$ cat config.mk
export PLATFORM = sky130hd
export DESIGN_NAME = uart_rx_fifo
export DESIGN_NICKNAME = d
export VERILOG_FILES = /design/src/rtl/uart_rx_fifo.sv
export SDC_FILE = /design/constraint.sdc
export NUM_CORES = 1
export LEC_CHECK = 0
export CAP_MARGIN = 25
export CELL_PAD_IN_SITES_DETAIL_PLACEMENT = 0
export CELL_PAD_IN_SITES_GLOBAL_PLACEMENT = 2
export CORE_AREA = 2 2 108 110
export DETAILED_ROUTE_END_ITERATION = 12
export DIE_AREA = 0 0 110 112
export PLACE_DENSITY_LB_ADDON = 0.05
export SETUP_SLACK_MARGIN = 0.4
export SYNTH_ARGS = -nofsm -noshare
export SYNTH_HDL_FRONTEND = slang
export SYNTH_SLANG_ARGS = --single-unit
$ cat constraint.sdc
create_clock -name clk -period 5.8 [get_ports clk]
set_input_delay 0.58 -clock clk [delete_from_list [all_inputs] [get_ports clk]]
set_output_delay 0.58 -clock clk [all_outputs]
set_load 0.01 [all_outputs]
$ cat src/rtl/uart_rx_fifo.sv
// UART 8N1 receive path: 2-flop synchronizer, mid-bit sampling receiver FSM
// and a show-ahead byte FIFO presenting received bytes on a valid/ready stream.
// Framing errors and FIFO overruns are reported as single-cycle pulses.
module uart_rx_fifo #(
  parameter int CLKS_PER_BIT = 434,
  parameter int FIFO_DEPTH   = 8,
  parameter int CNT_W        = 16
) (
  input  logic                          clk,
  input  logic                          reset,
  input  logic                          rx,
  output logic [7:0]                    rx_data,
  output logic                          rx_valid,
  input  logic                          rx_ready,
  output logic [$clog2(FIFO_DEPTH):0]   fifo_count,
  output logic                          busy,
  output logic                          frame_err,
  output logic                          overrun
);

  localparam int AW = $clog2(FIFO_DEPTH);
  localparam int CW = AW + 1;

  // Sample points: half a bit after the start edge, then every full bit.
  localparam logic [CNT_W-1:0] HALF_M1 = CNT_W'(CLKS_PER_BIT / 2 - 1);
  localparam logic [CNT_W-1:0] FULL_M1 = CNT_W'(CLKS_PER_BIT - 1);
  localparam logic [CW-1:0]    DEPTH_C = CW'(FIFO_DEPTH);

  typedef enum logic [2:0] {
    S_IDLE  = 3'd0,
    S_START = 3'd1,
    S_DATA  = 3'd2,
    S_STOP  = 3'd3,
    S_BREAK = 3'd4
  } state_t;

  // Synchronizer
  logic            r_sync1;
  logic            r_sync2;
  logic            w_rs;

  // Receiver
  state_t          r_state;
  state_t          w_next_state;
  logic [CNT_W-1:0] r_cnt;
  logic [2:0]      r_bit_idx;
  logic [7:0]      r_shift;
  logic            w_cnt_clr;
  logic            w_shift_en;
  logic            w_push_req;
  logic            w_frame_err;

  // FIFO
  logic [7:0]      r_mem [FIFO_DEPTH];
  logic [AW-1:0]   r_wr_ptr;
  logic [AW-1:0]   r_rd_ptr;
  logic [CW-1:0]   r_count;
  logic            w_full;
  logic            w_pop;
  logic            w_push;
  logic            w_overrun;

  // Error pulses
  logic            r_frame_err;
  logic            r_overrun;

  assign w_rs = r_sync2;

  // Bring the asynchronous line into the clk domain; idle level is high.
  always_ff @(posedge clk) begin
    if (reset) begin
      r_sync1 <= 1'b1;
      r_sync2 <= 1'b1;
    end else begin
      r_sync1 <= rx;
      r_sync2 <= r_sync1;
    end
  end

  // Receiver state register.
  always_ff @(posedge clk) begin
    if (reset) begin
      r_state <= S_IDLE;
    end else begin
      r_state <= w_next_state;
    end
  end

  // Receiver next-state logic and per-cycle sample strobes.
  always_comb begin
    w_next_state = r_state;
    w_cnt_clr    = 1'b0;
    w_shift_en   = 1'b0;
    w_push_req   = 1'b0;
    w_frame_err  = 1'b0;
    case (r_state)
      S_IDLE: begin
        w_cnt_clr = 1'b1;
        if (!w_rs) begin
          w_next_state = S_START;
        end else begin
          w_next_state = S_IDLE;
        end
      end
      S_START: begin
        if (r_cnt == HALF_M1) begin
          w_cnt_clr = 1'b1;
          // A line that is high again at mid start bit was only a glitch.
          if (!w_rs) begin
            w_next_state = S_DATA;
          end else begin
            w_next_state = S_IDLE;
          end
        end else begin
          w_next_state = S_START;
        end
      end
      S_DATA: begin
        if (r_cnt == FULL_M1) begin
          w_cnt_clr  = 1'b1;
          w_shift_en = 1'b1;
          if (r_bit_idx == 3'd7) begin
            w_next_state = S_STOP;
          end else begin
            w_next_state = S_DATA;
          end
        end else begin
          w_next_state = S_DATA;
        end
      end
      S_STOP: begin
        if (r_cnt == FULL_M1) begin
          w_cnt_clr = 1'b1;
          if (w_rs) begin
            w_push_req   = 1'b1;
            w_next_state = S_IDLE;
          end else begin
            w_frame_err  = 1'b1;
            w_next_state = S_BREAK;
          end
        end else begin
          w_next_state = S_STOP;
        end
      end
      S_BREAK: begin
        // Hold here until the line is released so a long break reports once.
        w_cnt_clr = 1'b1;
        if (w_rs) begin
          w_next_state = S_IDLE;
        end else begin
          w_next_state = S_BREAK;
        end
      end
      default: begin
        w_cnt_clr    = 1'b1;
        w_next_state = S_IDLE;
      end
    endcase
  end

  // Baud counter, bit index and LSB-first shift register.
  always_ff @(posedge clk) begin
    if (reset) begin
      r_cnt     <= {CNT_W{1'b0}};
      r_bit_idx <= 3'd0;
      r_shift   <= 8'h00;
    end else begin
      if (w_cnt_clr) begin
        r_cnt <= {CNT_W{1'b0}};
      end else begin
        r_cnt <= r_cnt + {{(CNT_W-1){1'b0}}, 1'b1};
      end
      if (w_shift_en) begin
        r_shift   <= {w_rs, r_shift[7:1]};
        r_bit_idx <= r_bit_idx + 3'd1;
      end else begin
        r_shift   <= r_shift;
        r_bit_idx <= r_bit_idx;
      end
    end
  end

  // A pop on a full FIFO frees the slot the completing byte needs.
  assign w_full    = (r_count == DEPTH_C);
  assign w_pop     = rx_valid && rx_ready;
  assign w_push    = w_push_req && (!w_full || w_pop);
  assign w_overrun = w_push_req && w_full && !w_pop;

  // FIFO storage, pointers and occupancy.
  always_ff @(posedge clk) begin
    if (reset) begin
      for (int i = 0; i < FIFO_DEPTH; i++) begin
        r_mem[i] <= 8'h00;
      end
      r_wr_ptr <= {AW{1'b0}};
      r_rd_ptr <= {AW{1'b0}};
      r_count  <= {CW{1'b0}};
    end else begin
      if (w_push) begin
        r_mem[r_wr_ptr] <= r_shift;
        r_wr_ptr        <= r_wr_ptr + {{(AW-1){1'b0}}, 1'b1};
      end
      if (w_pop) begin
        r_rd_ptr <= r_rd_ptr + {{(AW-1){1'b0}}, 1'b1};
      end
      case ({w_push, w_pop})
        2'b10:   r_count <= r_count + {{(CW-1){1'b0}}, 1'b1};
        2'b01:   r_count <= r_count - {{(CW-1){1'b0}}, 1'b1};
        default: r_count <= r_count;
      endcase
    end
  end

  // Register the error pulses; they come from exclusive stop-bit outcomes.
  always_ff @(posedge clk) begin
    if (reset) begin
      r_frame_err <= 1'b0;
      r_overrun   <= 1'b0;
    end else begin
      r_frame_err <= w_frame_err;
      r_overrun   <= w_overrun;
    end
  end

  assign rx_data    = r_mem[r_rd_ptr];
  assign rx_valid   = (r_count != {CW{1'b0}});
  assign fifo_count = r_count;
  assign busy       = (r_state != S_IDLE);
  assign frame_err  = r_frame_err;
  assign overrun    = r_overrun;

endmodule
==> impl_metrics.py <==
metrics = {
    "outcome": {
        "status": "finished clean",
    },
    "sta": {
        "fmax_mhz": 314,
        "hold_violations": 0,
        "rsz0062_at_grt": "no",
        "setup_total_negative_slack_ns": 0,
        "timing_max_transition_violations_final": 0,
        "finalClockSkew_ns": 0.00984,
        "total_setup_violations_reported_at_the_end_of_the_flow": 0,
        "fin_crit_ns": 3.18,
        "tightestPinTransition_ns": 0.853,
        "slew_headroom_pct": 43.1,
        "fin_crit_sh_pct": 54.9,
    },
    "power_and_ir_drop": {
        "seq_power_share_pct": 55.0,
        "combPwrFrac_pct": 2.6,
        "power_switching_share_pct": 20.1,
        "leakagePower_nw": 1.97,
        "power_per_cell_area_nw_per_um2": 274,
        "netSwitchingPower_mw": 0.314,
        "clockPowerShare_pct": 42.4,
        "design_power_total_mw": 1.56,
        "internal_power_mw": 1.25,
        "ir_worst_vdd_mv": 0.172,
    },
    "route": {
        "detail_route.drc_violations": 0,
        "wire_per_inst_microns": 18.2,
        "route.antenna.remaining_nets": 0,
        "vias": 3008,
        "drt_iter0_markers": 108,
        "initial_drt_pass_iterations": 4,
        "drt-total-wl_mm": 10.4,
        "route.detailed.vias_per_inst": 5.29,
    },
    "floorplan": {
        "row_count": 39,
        "die_area_sq_um": 12300,
        "die_x_microns": 110,
        "initial_util_pct": 45.4,
        "core-area_sq_um": 11200,
        "num_io_pins": 20,
        "die_height_microns": 112,
    },
    "placement": {
        "place.port_buffers": 19,
        "place.detailed.hpwl_mm": 7.11,
        "gp_routability_congestion": 0.816,
        "detailed_place.area_sq_um": 5370,
        "placedCellCount": 553,
    },
    "setup_path": {
        "critical_path_maximum_fanout": 9,
        "critical_path_class": "register to output pin",
        "crit_path_required_time_ns": 5.22,
        "crit_path_start_kind": "register",
        "critical_path_arrival_ns": 2.60,
        "kind_of_end_point_of_the_critical_path": "output pin",
    },
    "clock_tree": {
        "ctsResizeCount": 0,
        "cts_tree": "built",
        "cts_root_buf": "sky130_fd_sc_hd__clkbuf_16",
        "cts-hold-fix-buffers": 0,
        "clkTransAtPathRegs_ns": 0.07,
        "h-tree-depth": 3,
        "clockBufferDepth": 2,
        "tritoncts.num_buffers": 9,
        "insertion_delay_ns": 0.35,
        "cts.repair_timing.setup_buffer_count": 0,
        "clock-sinks": 111,
    },
    "cells_and_area": {
        "area_grow_syn2layout_pct": 12.3,
        "nets": 433,
        "antenna_cells": 0,
        "finish.utilization_pct": 50.9,
        "final_design_area_no_fill_sq_um": 5690,
        "layout-drive-gt1-share_pct": 13.8,
        "layoutNonFillerInstCount": 569,
    },
    "synthesis": {
        "async_reset_ff_share_pct": 0,
        "sequential_area_share_after_synthesis_pct": 56.5,
        "synth.net_count": 420,
        "synth-seq-cells": 111,
        "synth-edff-count": 64,
        "netlist-cell-type-count": 51,
        "postSynthAreaPerCell_sq_um": 12.4,
        "syn_inst": 408,
        "post-synth-top-area-cell": "sky130_fd_sc_hd__edfxtp_1",
        "synth.top_cells.by_area": "sky130_fd_sc_hd__edfxtp_1, sky130_fd_sc_hd__dfxtp_1, sky130_fd_sc_hd__and2_1, sky130_fd_sc_hd__mux4_2, sky130_fd_sc_hd__nor2_1",
        "ys.flop_type": "sky130_fd_sc_hd__edfxtp_1",
        "synth_warnings": 0,
        "synth_top_cell_area_share_pct": 37.9,
        "synthesis.area_sq_um": 5070,
    },
    "global_routing": {
        "grt_antenna_before_repair": 0,
        "grt_first_pass_wirelength_mm": 17.1,
        "globalRouteOverflowTotal": 0,
        "largest_net_degree_at_the_start_of_global_routing": 40,
        "first_global_vias": 3169,
        "grt_use_total_pct": 18.8,
    },
    "job": {
        "timing.max_cap.violations": 0,
    },
    "worst_hold_path": {
        "timing.hold.worst.class": "register to register",
    },
}
-- routing by layer --
metal | up-vias | GRT usage, % | part of all wire, %
met4 | 0 | 8.19 | 2.0
met3 | 17 | 2.40 | 2.6
li1 | 1480 | - | -
met2 | 50 | 30.8 | 49
met1 | 1461 | 24.8 | 46
met5 | - | 0 | 0
-- cell families (layout without fill, tap and decap cells) --
family,Yosys count,in the layout,share of synthesized area (%)
buf+inv,25,43,2.15
mux,39,39,11.9
simple gates,191,191,22.0
fa+ha+maj,8,8,1.97
xor+xnor,19,19,3.28
flops,111,111,56.5
compound gates,15,15,2.22
-- layout by cell type (no fill, tap or decap), drive strengths merged, types with 4 or more instances in the layout --
cell type | Yosys | final
ha | 8 | 8
and2 | 64 | 64
edfxtp | 64 | 64
clkbuf | 9 | 11
or4 | 4 | 4
nor3 | 7 | 7
mux4 | 16 | 16
nand2 | 14 | 14
dfxtp | 47 | 47
xor2 | 10 | 10
inv | 6 | 6
or2 | 12 | 12
mux2 | 10 | 10
mux2i | 13 | 13
nor2 | 47 | 47
clkdlybuf4s50 | 0 | 19
and3 | 6 | 6
nand3 | 9 | 9
nand2b | 4 | 4
xnor2 | 9 | 9
-- flip-flops by register name, summed over array words and instances (netlist names), 3 cells and up, named ones only --
register    count
fifo_count      4
r_bit_idx       3
r_cnt          16
r_mem          64
r_rd_ptr        3
r_shift         8
r_state         3
r_wr_ptr        3
-- layout make-up --
type,instances,area [sq um]
clock buffers,11,233
repair buffers,21,213
well taps,143,179
flip-flops and latches,111,2860
clock inverters,5,83.8
inverters,6,22.5
multi-input cells,272,2100
fillers,1017,5480
-- synth_stat cells (2+ instances only) --
library cell,count
sky130_fd_sc_hd__nand3_1,8
sky130_fd_sc_hd__buf_1,3
sky130_fd_sc_hd__and3_1,6
sky130_fd_sc_hd__or2_2,8
sky130_fd_sc_hd__xor2_1,10
sky130_fd_sc_hd__and4_1,2
sky130_fd_sc_hd__nor3_2,4
sky130_fd_sc_hd__nand3b_1,2
sky130_fd_sc_hd__nand4_1,3
sky130_fd_sc_hd__or3_1,3
sky130_fd_sc_hd__or2_1,4
sky130_fd_sc_hd__ha_1,8
sky130_fd_sc_hd__mux2i_1,13
sky130_fd_sc_hd__nand4b_1,3
sky130_fd_sc_hd__dfxtp_1,47
sky130_fd_sc_hd__mux2_1,2
sky130_fd_sc_hd__a21o_1,3
sky130_fd_sc_hd__inv_1,6
sky130_fd_sc_hd__mux4_2,16
sky130_fd_sc_hd__edfxtp_1,64
sky130_fd_sc_hd__nor2_1,47
sky130_fd_sc_hd__or4_4,3
sky130_fd_sc_hd__and2_1,64
sky130_fd_sc_hd__buf_2,6
sky130_fd_sc_hd__nand2b_1,4
sky130_fd_sc_hd__nor3b_1,2
sky130_fd_sc_hd__nor3_1,2
sky130_fd_sc_hd__nor4_1,2
sky130_fd_sc_hd__clkbuf_1,9
sky130_fd_sc_hd__nor2b_1,3
sky130_fd_sc_hd__a21oi_1,3
sky130_fd_sc_hd__mux2_2,8
sky130_fd_sc_hd__xnor2_1,9
sky130_fd_sc_hd__nand2_1,14
-- through the flow --
step	setup WS, ns	hold WS, ns
final	2.62	0.411
after global routing	2.45	0.438
after CTS	2.55	0.414
after detailed placement	2.75	0.395
after global placement	2.66	0.394
after floorplan	3.16	0.389
-- path summary, 6_finish.rpt --
| path | endpoint | cells after the start | slack [ns] | from |
|---|---|---|---|---|
| worst max register to register | r_mem[1][2] | 5 | 2.77 | r_cnt[13] |
| worst min-delay path | r_sync2 | 1 | 0.41 | r_sync1 |
| worst min register to register | r_sync2 | 1 | 0.41 | r_sync1 |
| worst max-delay path | rx_data[6] | 4 | 2.62 | register |
-- critical path, cell delays in order (launching register included) --
cell	delay, ns
sky130_fd_sc_hd__dfxtp_1	0.72
sky130_fd_sc_hd__buf_8	0.24
sky130_fd_sc_hd__mux4_2	0.53
sky130_fd_sc_hd__mux2_2	0.28
sky130_fd_sc_hd__clkdlybuf4s50_1	0.49
-- power by group through the flow --
stage	clock [mW]	sequential, mW	combinational (mW)
after floorplan	0	0.871	0.0270
after global placement	0	0.876	0.0415
after detailed placement	0	0.877	0.0417
after CTS	0.676	0.858	0.0419
after global routing	0.710	0.860	0.0448
final	0.662	0.858	0.0408
(Power assumes the default switching activity.)
